**config.mk**
```make
export PLATFORM = sky130hd
export DESIGN_NAME = sobel_frame_ctrl_flat
export DESIGN_NICKNAME = d
export VERILOG_FILES = /design/src/rtl/sobel_frame_ctrl_pkg.sv /design/src/rtl/sobel_frame_ctrl_if.sv /design/src/rtl/sobel_frame_ctrl_pos_counter.sv /design/src/rtl/sobel_frame_ctrl.sv /design/src/flat_wrapper.sv
export SDC_FILE = /design/constraint.sdc
export NUM_CORES = 1
export LEC_CHECK = 0
export ABC_AREA = 1
export BUFFER_PORTS_ARGS = -buffer_cell sky130_fd_sc_hd__buf_2
export CAP_MARGIN = 20
export CELL_PAD_IN_SITES_DETAIL_PLACEMENT = 0
export CELL_PAD_IN_SITES_GLOBAL_PLACEMENT = 2
export CORE_UTILIZATION = 34
export CTS_CLUSTER_DIAMETER = 150
export DETAILED_ROUTE_END_ITERATION = 12
export PLACE_DENSITY = 0.87
export SLEW_MARGIN = 10
export SYNTH_ARGS = -nofsm -noshare
export SYNTH_HDL_FRONTEND = slang
export SYNTH_SLANG_ARGS = --single-unit
```
**constraint.sdc**
```tcl
create_clock -name clk -period 4.75 [get_ports clk]
set_clock_uncertainty 0.2 [all_clocks]
set_input_delay 0.95 -clock clk [delete_from_list [all_inputs] [get_ports clk]]
set_output_delay 0.95 -clock clk [all_outputs]
set_load 0.01 [all_outputs]
```
**src/rtl/sobel_frame_ctrl_pkg.sv**
```systemverilog
// sobel_pkg: shared definitions for the sobel frame controller.
//   PIX_W      - pixel width
//   BORDER_VAL - value written to pixels on the frame border
//   state_e    - frame sequencer state encoding
package sobel_pkg;

    localparam int PIX_W = 8;
    localparam logic [PIX_W-1:0] BORDER_VAL = '0;

    typedef enum logic [1:0] {
        ST_IDLE  = 2'd0,
        ST_RUN   = 2'd1,
        ST_DRAIN = 2'd2,
        ST_DONE  = 2'd3
    } state_e;

endpackage

```
**src/rtl/sobel_frame_ctrl_if.sv**
```systemverilog
// sobel_frame_ctrl_if: all non-clock/reset signals of the frame controller.
//   master : controller view (drives core inputs, sink stream, status)
//   slave  : environment view (source, sobel core, sink, control)
//   Source : start, valid_in, pixel_in
//   Core   : core_valid_in/core_pixel_in (to core), core_valid_out/core_pixel_out (from core)
//   Sink   : valid_out, pixel_out, sof_out, eol_out, eof_out
//   Status : busy, done, drop_err, tmo_err
interface sobel_frame_ctrl_if;
    import sobel_pkg::*;

    logic             start;
    logic             valid_in;
    logic [PIX_W-1:0] pixel_in;
    logic             core_valid_in;
    logic [PIX_W-1:0] core_pixel_in;
    logic             core_valid_out;
    logic [PIX_W-1:0] core_pixel_out;
    logic             valid_out;
    logic [PIX_W-1:0] pixel_out;
    logic             sof_out;
    logic             eol_out;
    logic             eof_out;
    logic             busy;
    logic             done;
    logic             drop_err;
    logic             tmo_err;

    modport master (
        input  start, valid_in, pixel_in, core_valid_out, core_pixel_out,
        output core_valid_in, core_pixel_in, valid_out, pixel_out,
               sof_out, eol_out, eof_out, busy, done, drop_err, tmo_err
    );

    modport slave (
        output start, valid_in, pixel_in, core_valid_out, core_pixel_out,
        input  core_valid_in, core_pixel_in, valid_out, pixel_out,
               sof_out, eol_out, eof_out, busy, done, drop_err, tmo_err
    );

endinterface

```
**src/rtl/sobel_frame_ctrl_pos_counter.sv**
```systemverilog
// sobel_pos_counter: raster position counter (col, row) for one frame.
//   clk, rst     : clock, synchronous active-high reset
//   clr_i        : return to (0,0)
//   adv_i        : advance one pixel; holds once the last pixel is reached
//   col_o, row_o : current position
//   col_last_o   : col == IMG_W-1
//   last_o       : position is the final pixel of the frame
module sobel_pos_counter #(
    parameter int IMG_W = 640,
    parameter int IMG_H = 480
) (
    input  logic                     clk,
    input  logic                     rst,
    input  logic                     clr_i,
    input  logic                     adv_i,
    output logic [$clog2(IMG_W)-1:0] col_o,
    output logic [$clog2(IMG_H)-1:0] row_o,
    output logic                     col_last_o,
    output logic                     last_o
);
    localparam int CW = $clog2(IMG_W);
    localparam int RW = $clog2(IMG_H);
    localparam logic [CW-1:0] COL_MAX = CW'(IMG_W - 1);
    localparam logic [RW-1:0] ROW_MAX = RW'(IMG_H - 1);

    logic [CW-1:0] col_q, col_d;
    logic [RW-1:0] row_q, row_d;

    assign col_last_o = (col_q == COL_MAX);
    assign last_o     = col_last_o && (row_q == ROW_MAX);
    assign col_o      = col_q;
    assign row_o      = row_q;

    always_comb begin
        col_d = col_q;
        row_d = row_q;
        if (clr_i) begin
            col_d = '0;
            row_d = '0;
        end else if (adv_i && !last_o) begin
            // saturate on the final pixel so a stray advance cannot wrap the frame
            if (col_last_o) begin
                col_d = '0;
                row_d = row_q + 1'b1;
            end else begin
                col_d = col_q + 1'b1;
            end
        end
    end

    always_ff @(posedge clk) begin
        if (rst) begin
            col_q <= '0;
            row_q <= '0;
        end else begin
            col_q <= col_d;
            row_q <= row_d;
        end
    end

endmodule

```
**src/rtl/sobel_frame_ctrl.sv**
```systemverilog
// sobel_frame_ctrl: frame sequencer around the sobel pixel core.
//   clk, rst : clock, synchronous active-high reset
//   bus      : sobel_frame_ctrl_if.master (source, core, sink, status)
// Admits exactly IMG_W*IMG_H pixels into the core after a start in IDLE,
// drains the core, masks border pixels to BORDER_VAL and emits sof/eol/eof
// with a one-cycle registered output path.
module sobel_frame_ctrl
    import sobel_pkg::*;
#(
    parameter int IMG_W     = 640,
    parameter int IMG_H     = 480,
    parameter int DRAIN_TMO = 64
) (
    input  logic                clk,
    input  logic                rst,
    sobel_frame_ctrl_if.master  bus
);
    localparam int CW = $clog2(IMG_W);
    localparam int RW = $clog2(IMG_H);
    localparam int TW = $clog2(DRAIN_TMO + 1);
    localparam logic [TW-1:0] TMO_LAST = TW'(DRAIN_TMO - 1);
    localparam logic [RW-1:0] ROW_MAX  = RW'(IMG_H - 1);

    state_e state_q, state_d;

    logic             start_acc, in_acc, out_acc, tmo_hit;
    logic             in_last;
    logic [CW-1:0]    in_unused_col;
    logic [RW-1:0]    in_unused_row;
    logic             in_unused_col_last;
    logic [CW-1:0]    out_col;
    logic [RW-1:0]    out_row;
    logic             out_col_last, out_last, out_border;

    logic [TW-1:0]    tmr_q, tmr_d;
    logic             out_done_q, out_done_d;
    logic             drop_q, drop_d;
    logic             tmo_q, tmo_d;
    logic             vld_q, sof_q, eol_q, eof_q;
    logic [PIX_W-1:0] pix_q, pix_d;

    assign start_acc = bus.start && (state_q == ST_IDLE);
    assign in_acc    = bus.valid_in && (state_q == ST_RUN);
    // once the final output is counted, later core strobes belong to no frame
    assign out_acc   = bus.core_valid_out && !out_done_q &&
                       ((state_q == ST_RUN) || (state_q == ST_DRAIN));

    sobel_pos_counter #(.IMG_W(IMG_W), .IMG_H(IMG_H)) u_in_pos (
        .clk        (clk),
        .rst        (rst),
        .clr_i      (start_acc),
        .adv_i      (in_acc),
        .col_o      (in_unused_col),
        .row_o      (in_unused_row),
        .col_last_o (in_unused_col_last),
        .last_o     (in_last)
    );

    sobel_pos_counter #(.IMG_W(IMG_W), .IMG_H(IMG_H)) u_out_pos (
        .clk        (clk),
        .rst        (rst),
        .clr_i      (start_acc),
        .adv_i      (out_acc),
        .col_o      (out_col),
        .row_o      (out_row),
        .col_last_o (out_col_last),
        .last_o     (out_last)
    );

    assign out_border = (out_row == '0) || (out_row == ROW_MAX) ||
                        (out_col == '0) || out_col_last;

    always_comb begin
        state_d = state_q;
        tmo_hit = 1'b0;
        case (state_q)
            ST_IDLE:  if (bus.start) state_d = ST_RUN;
            ST_RUN:   if (in_acc && in_last) state_d = ST_DRAIN;
            ST_DRAIN: begin
                // out_done_q is registered, so done lands one cycle after eof
                if (out_done_q) begin
                    state_d = ST_DONE;
                end else if (!bus.core_valid_out && (tmr_q == TMO_LAST)) begin
                    tmo_hit = 1'b1;
                    state_d = ST_DONE;
                end
            end
            ST_DONE:  state_d = ST_IDLE;
            default:  state_d = ST_IDLE;
        endcase
    end

    always_comb begin
        tmr_d      = ((state_q == ST_DRAIN) && !bus.core_valid_out) ? tmr_q + 1'b1 : '0;
        out_done_d = start_acc ? 1'b0 : (out_done_q || (out_acc && out_last));
        tmo_d      = start_acc ? 1'b0 : (tmo_q || tmo_hit);
        // a pixel dropped on the arming cycle still counts as dropped
        drop_d     = start_acc ? 1'b0 : drop_q;
        if (bus.valid_in && (state_q != ST_RUN)) drop_d = 1'b1;
        pix_d      = pix_q;
        if (out_acc) pix_d = out_border ? BORDER_VAL : bus.core_pixel_out;
    end

    always_ff @(posedge clk) begin
        if (rst) begin
            state_q    <= ST_IDLE;
            tmr_q      <= '0;
            out_done_q <= 1'b0;
            drop_q     <= 1'b0;
            tmo_q      <= 1'b0;
            vld_q      <= 1'b0;
            sof_q      <= 1'b0;
            eol_q      <= 1'b0;
            eof_q      <= 1'b0;
            pix_q      <= '0;
        end else begin
            state_q    <= state_d;
            tmr_q      <= tmr_d;
            out_done_q <= out_done_d;
            drop_q     <= drop_d;
            tmo_q      <= tmo_d;
            vld_q      <= out_acc;
            sof_q      <= out_acc && (out_col == '0) && (out_row == '0);
            eol_q      <= out_acc && out_col_last;
            eof_q      <= out_acc && out_last;
            pix_q      <= pix_d;
        end
    end

    assign bus.core_valid_in = in_acc;
    assign bus.core_pixel_in = bus.pixel_in;
    assign bus.valid_out     = vld_q;
    assign bus.pixel_out     = pix_q;
    assign bus.sof_out       = sof_q;
    assign bus.eol_out       = eol_q;
    assign bus.eof_out       = eof_q;
    assign bus.busy          = (state_q != ST_IDLE);
    assign bus.done          = (state_q == ST_DONE);
    assign bus.drop_err      = drop_q;
    assign bus.tmo_err       = tmo_q;

endmodule

```
**src/flat_wrapper.sv**
```systemverilog
// flat-port wrapper written by rule: the top's interface ports become plain ports
module sobel_frame_ctrl_flat import sobel_pkg::*;
#(
    parameter int IMG_W     = 640,
    parameter int IMG_H     = 480,
    parameter int DRAIN_TMO = 64
)
  (clk, rst, bus_start, bus_valid_in, bus_pixel_in, bus_core_valid_out, bus_core_pixel_out, bus_core_valid_in, bus_core_pixel_in, bus_valid_out, bus_pixel_out, bus_sof_out, bus_eol_out, bus_eof_out, bus_busy, bus_done, bus_drop_err, bus_tmo_err);
  sobel_frame_ctrl_if bus_i ();
  input  logic clk;
  input  logic rst;
  input wire logic [$bits(bus_i.start)-1:0] bus_start;
  input wire logic [$bits(bus_i.valid_in)-1:0] bus_valid_in;
  input wire logic [$bits(bus_i.pixel_in)-1:0] bus_pixel_in;
  input wire logic [$bits(bus_i.core_valid_out)-1:0] bus_core_valid_out;
  input wire logic [$bits(bus_i.core_pixel_out)-1:0] bus_core_pixel_out;
  output wire logic [$bits(bus_i.core_valid_in)-1:0] bus_core_valid_in;
  output wire logic [$bits(bus_i.core_pixel_in)-1:0] bus_core_pixel_in;
  output wire logic [$bits(bus_i.valid_out)-1:0] bus_valid_out;
  output wire logic [$bits(bus_i.pixel_out)-1:0] bus_pixel_out;
  output wire logic [$bits(bus_i.sof_out)-1:0] bus_sof_out;
  output wire logic [$bits(bus_i.eol_out)-1:0] bus_eol_out;
  output wire logic [$bits(bus_i.eof_out)-1:0] bus_eof_out;
  output wire logic [$bits(bus_i.busy)-1:0] bus_busy;
  output wire logic [$bits(bus_i.done)-1:0] bus_done;
  output wire logic [$bits(bus_i.drop_err)-1:0] bus_drop_err;
  output wire logic [$bits(bus_i.tmo_err)-1:0] bus_tmo_err;
  assign bus_i.start = bus_start;
  assign bus_i.valid_in = bus_valid_in;
  assign bus_i.pixel_in = bus_pixel_in;
  assign bus_i.core_valid_out = bus_core_valid_out;
  assign bus_i.core_pixel_out = bus_core_pixel_out;
  assign bus_core_valid_in = bus_i.core_valid_in;
  assign bus_core_pixel_in = bus_i.core_pixel_in;
  assign bus_valid_out = bus_i.valid_out;
  assign bus_pixel_out = bus_i.pixel_out;
  assign bus_sof_out = bus_i.sof_out;
  assign bus_eol_out = bus_i.eol_out;
  assign bus_eof_out = bus_i.eof_out;
  assign bus_busy = bus_i.busy;
  assign bus_done = bus_i.done;
  assign bus_drop_err = bus_i.drop_err;
  assign bus_tmo_err = bus_i.tmo_err;
  sobel_frame_ctrl #(.IMG_W(IMG_W), .IMG_H(IMG_H), .DRAIN_TMO(DRAIN_TMO)) u_core (.clk(clk), .rst(rst), .bus(bus_i));
endmodule
```
# Word-level counts from Yosys, hierarchy flattened
# Cells that the tools add are included.
# classes
addsub	5
n_reduce_logical	36
mux	13
n_eq_ne	12
bitwise	1
# ops
operator	n
10-bit by 1-bit adder with 10-bit output, second input constant	2
10-bit == test, second input constant	2
10-bit two-way mux	2
9-bit by 1-bit adder with 9-bit output, second input constant	2
9-bit == test, second input constant	2
1-bit logical AND	16
10-bit logical NOT	1
9-bit logical NOT	1
2-bit two-way mux	4
8-bit two-way mux	1
2-bit case mux with 4 select lines	1
7-bit by 1-bit adder with 7-bit output, second input constant	1
7-bit by 6-bit == test with 1-bit output, second input constant	1
1-bit logical OR	6
1-bit two-way mux	5
2-bit == test, second input constant	2
1-bit logical NOT	4
2-bit inequality test, second input constant	2
2-bit AND reduction	2
2-bit nonzero test	2
2-bit OR reduction	2
3-bit by 1-bit inequality test with 1-bit output, second input constant	1
3-bit AND reduction	1
2-bit by 1-bit == test with 1-bit output, second input constant	1
3 further kinds	3
# totals
out_inout_bits	25
regBits	62
in_bits	21

# Logic depth before layout (Yosys ltp)
# logic_depth
depth_word	6
ltp_mapped	12
ltp_nobuf	12

# By module
# Synthesis repeated with hierarchy kept, for this count alone.
# unflattened
cells_unflattened	564
area_unflattened_um2	3717.3
# modules_own_cells
mod	n_inst	area_per_inst_um2	seq_area_each_um2	cells_per_inst
sobel_pos_counter	2	1263.7	380.4	204
sobel_frame_ctrl	1	1189.9	480.5	156

# Least setup slack after synthesis
# Ideal clock, no wire load.
# synth_timing
kind	input-to-output
start	input port bus_valid_in
end	output port bus_core_valid_in
stages	2
arrival_ps	1124
slack_ps	2476
path_buffers	0
required_time_ps	3600
cell_sequence	nand2_1 > inv_1
# synth_via
elab_chain_len	1
# synth_rtl
element	line_no	source
start: declaration	flat_wrapper.sv:13	input wire logic [$bits(bus_i.valid_in)-1:0] bus_valid_in;
1-bit logical AND	sobel_frame_ctrl.sv:43	assign in_acc = bus.valid_in && (state_q == ST_RUN);
end: declaration	flat_wrapper.sv:17	output wire logic [$bits(bus_i.core_valid_in)-1:0] bus_core_valid_in;
# Every way passes these cells.

# Final worst setup path
# layout_timing
start	register u_core.state_q[0]
end	register u_core.u_out_pos.row_q[3] (netlist: u_core.u_out_pos.row_o[3])
# layout_via
elab_chain_len	5
word_cells_on_any_way	9
classes_between	2 x eq/ne; 7 x reduce/logical
# layout_rtl
element	line_no	source
start: declaration	sobel_frame_ctrl.sv:24	state_e state_q, state_d;
start signal: assignment	sobel_frame_ctrl.sv:117	state_q <= state_d;
2-bit by 1-bit == test with 1-bit output / 2-bit == test (equally long branches)	sobel_frame_ctrl.sv:46	((state_q == ST_RUN) || (state_q == ST_DRAIN));
1-bit logical OR	sobel_frame_ctrl.sv:46	
1-bit logical AND	sobel_frame_ctrl.sv:45	assign out_acc = bus.core_valid_out && !out_done_q &&
1-bit logical AND	sobel_frame_ctrl_pos_counter.sv:40	end else if (adv_i && !last_o) begin
2-bit AND reduction (no source line)	-	
end signal: assignment	sobel_frame_ctrl_pos_counter.sv:57	row_q <= row_d;
end: declaration	sobel_frame_ctrl_pos_counter.sv:27	logic [RW-1:0] row_q, row_d;
# Parallel ways exist; a longest one is shown, timed or not.
# A chain may end at the register's enable or synchronous reset.

==> flow_summary.json <==
{
  "crit_required_ns": 4.78,
  "finalMaxSlewViolations": 0,
  "start_kind": "flip-flop",
  "grt_max_degree": 26,
  "antenna_left": 0,
  "start_util": 0.3483,
  "grtUsageTotal": 0.1547,
  "first_pass_iters": 4,
  "antenna_found_initial": 0,
  "worstMarginPinSlew_ns": 0.9083,
  "synth.distinct_cells": 32,
  "vdd_drop_max_v": 0.0001841,
  "setup_violations": 0,
  "grt_first_pass_wirelength_um": 12020,
  "drc": 0,
  "p_per_area_nw_per_um2": 366.2,
  "die_h_um": 99.06,
  "diodes": 0,
  "die_x_um": 99.06,
  "drt-initial-drc-count": 86,
  "die-area_um2": 9813,
  "timing.hold.ws_ns": 0.2529,
  "cts_resized": 0,
  "fin_crit_ns": 2.577,
  "clkTransAtPathRegs_ns": 0.08,
  "p_leak_uw": 0.001381,
  "drive_gt1_frac": 0.1429,
  "syn_avg_cell_area_um2": 7.055,
  "drv_cap": 0,
  "status": "finished clean",
  "max_slew_margin": 0.3938,
  "viasPerCell": 4.677,
  "utilization": 0.3859,
  "grt_setup_unrepaired": "false",
  "fp.coreArea_um2": 9196,
  "port_buffers": 29,
  "clock-root-buffer": "clkbuf_8",
  "grt_pass1_vias": 2622,
  "fin_setup_tns_ns": 0,
  "period_share": 0.5424,
  "ios": 46,
  "cp_max_fo": 19,
  "ys_warn_count": 0,
  "cts_tree": "yes",
  "post_cts_buffers": 0,
  "dp_worst_setup_slack_ns": 1.874,
  "arrival_ns": 2.61,
  "rows": 35,
  "hold_path_class": "reg2reg",
  "clkLatencyLatePin_ns": 0.34,
  "htreeDepth": 3,
  "syn_to_final_growth_pct": 10.78,
  "syn_inst": 454,
  "routed_wl_um": 6981,
  "synth-seq-cells": 62,
  "overflow": 0,
  "critPathKind": "reg2reg",
  "clock_sinks": 62,
  "setup_slack_ns": 2.173,
  "wl_per_cell_um": 11.75,
  "hpwl_um": 4945,
  "end_kind": "flip-flop",
  "final_nets": 510,
  "cts_buffer_depth": 2,
  "cts_hold_buffers": 0,
  "netlist_area_um2": 3203,
  "n_fill_cell": 972,
  "synthesis.nets": 486,
  "globalplace.congestion": 0.8198,
  "seq_area_frac_synth": 0.3875,
  "vias": 2778,
  "fmax_ghz": 0.3881,
  "final-hold-violation-count": 0,
  "numCtsBuffers": 9
}
worst max-delay path, stage by stage (launching register included):
cell	delay, ns
dfxtp_1	0.36
inv_1	0.09
ha_1	0.31
nand2_1	0.08
nor2_2	0.53
nand3_2	0.39
inv_1	0.33
nand2_1	0.08
nand2_1	0.07
nor2_1	0.04
through the flow:
step | cell area (um2) | total power (uW) | cells
floorplan | 3203 | 812.3 | 454
global placement | 3373 | 899.4 | 578
detailed placement | 3373 | 898.5 | 578
CTS | 3548 | 1321 | 594
global route | 3548 | 1388 | 594
finish | 3548 | 1299 | 594
final cells by class:
class | count | area, um2 | share of cell area
Timing Repair Buffer | 30 | 152.6 | 0.04302
Clock buffer | 9 | 123.9 | 0.03491
Multi-Input combinational cell | 318 | 1625 | 0.4580
Tap cell | 111 | 138.9 | 0.03914
Clock inverter | 7 | 51.30 | 0.01446
Sequential cell | 62 | 1241 | 0.3498
Inverter | 57 | 215.2 | 0.06065
power by group:
group | leakage [uW] | internal [uW] | switching, uW
logic | 0.000806 | 95.3 | 196
clock network | 0.0000735 | 189 | 225
registers | 0.000502 | 565 | 29.1
total | 0.00138 | 848 | 451
routing by layer:
layer	global-route usage	vias to the layer above	wire length (um)
li1	-	1491	-
met1	0.1996	1238	3518
met2	0.2469	47	3138
met3	0.05319	2	284
met4	0.04072	0	40
met5	0	-	0
worst paths after layout:
| check | depth (start not counted) | to | start | slack (ns) |
|---|---|---|---|---|
| worst min-delay path | 1 | u_core.tmr_q[0] | u_core.tmr_q[0] | 0.25 |
| worst max register to register | 9 | u_core.u_out_pos.row_o[3] | u_core.state_q[0] | 2.17 |
| worst max-delay path | 9 | u_core.u_out_pos.row_o[3] | u_core.state_q[0] | 2.17 |
| worst min register to register | 1 | u_core.tmr_q[0] | u_core.tmr_q[0] | 0.25 |
synth_stat cells (all sizes together):
master  count  area share
xor2        9       0.025
clkbuf      4      0.0047
nor4        1      0.0020
o21ai      21       0.033
clkinv      1      0.0016
and3        1      0.0020
o211ai      1      0.0023
nor3       14       0.023
or2         6       0.012
o21a        2      0.0047
buf        13       0.033
dfxtp      62        0.39
inv        56       0.066
nor2       56       0.074
nand3      36       0.061
a21oi      43       0.067
xnor2       5       0.014
nand4       8       0.016
a32o        1      0.0031
ha         11       0.043
nand2     103        0.13
state kept, by name, summed over array words and instances, names as in the netlist:
signal                  count
u_core.bus.sof_out          1
u_core.out_done_q           1
u_core.bus.pixel_out        8
u_core.bus.drop_err         1
u_core.u_out_pos.row_o      9
u_core.bus.tmo_err          1
u_core.bus.valid_out        1
u_core.u_in_pos.col_o      10
u_core.bus.eof_out          1
u_core.u_in_pos.row_o       9
u_core.u_out_pos.col_o     10
u_core.state_q              2
u_core.tmr_q                7
u_core.bus.eol_out          1
cell families (layout without fill, tap and decap cells):
logic type,Yosys count,in the layout,share of synthesized area
and+or+nand+nor,225,225,0.3160
buffers and inverters,74,103,0.1051
AOI/OAI and AO/OA,68,68,0.1102
DFF,62,62,0.3875
xor gates and xnor gates,14,14,0.03828
adders and majority gates,11,11,0.04297
cell usage in the layout, fill, tap and decap left out:
cell,n
nand2_1,98
dfxtp_1,62
inv_1,55
nor2_1,49
a21oi_1,43
nand3_1,33
buf_2,29
o21ai_0,19
nor3_1,13
ha_1,11
xor2_1,9
clkbuf_8,9
nand4_1,8
nor2_2,5
xnor2_1,5
or2_2,5
clkinvlp_4,5
nand2_2,4
nand3_2,3
nor2_4,2
clkinv_2,2
o21ai_1,2
o21a_1,2
nor3_2,1
nor4_1,1
nand2_4,1
inv_2,1
o211ai_1,1
or2_1,1
and3_1,1
a32o_1,1
clkinv_4,1
buf_4,1
Power figures use the tool's default switching activity.
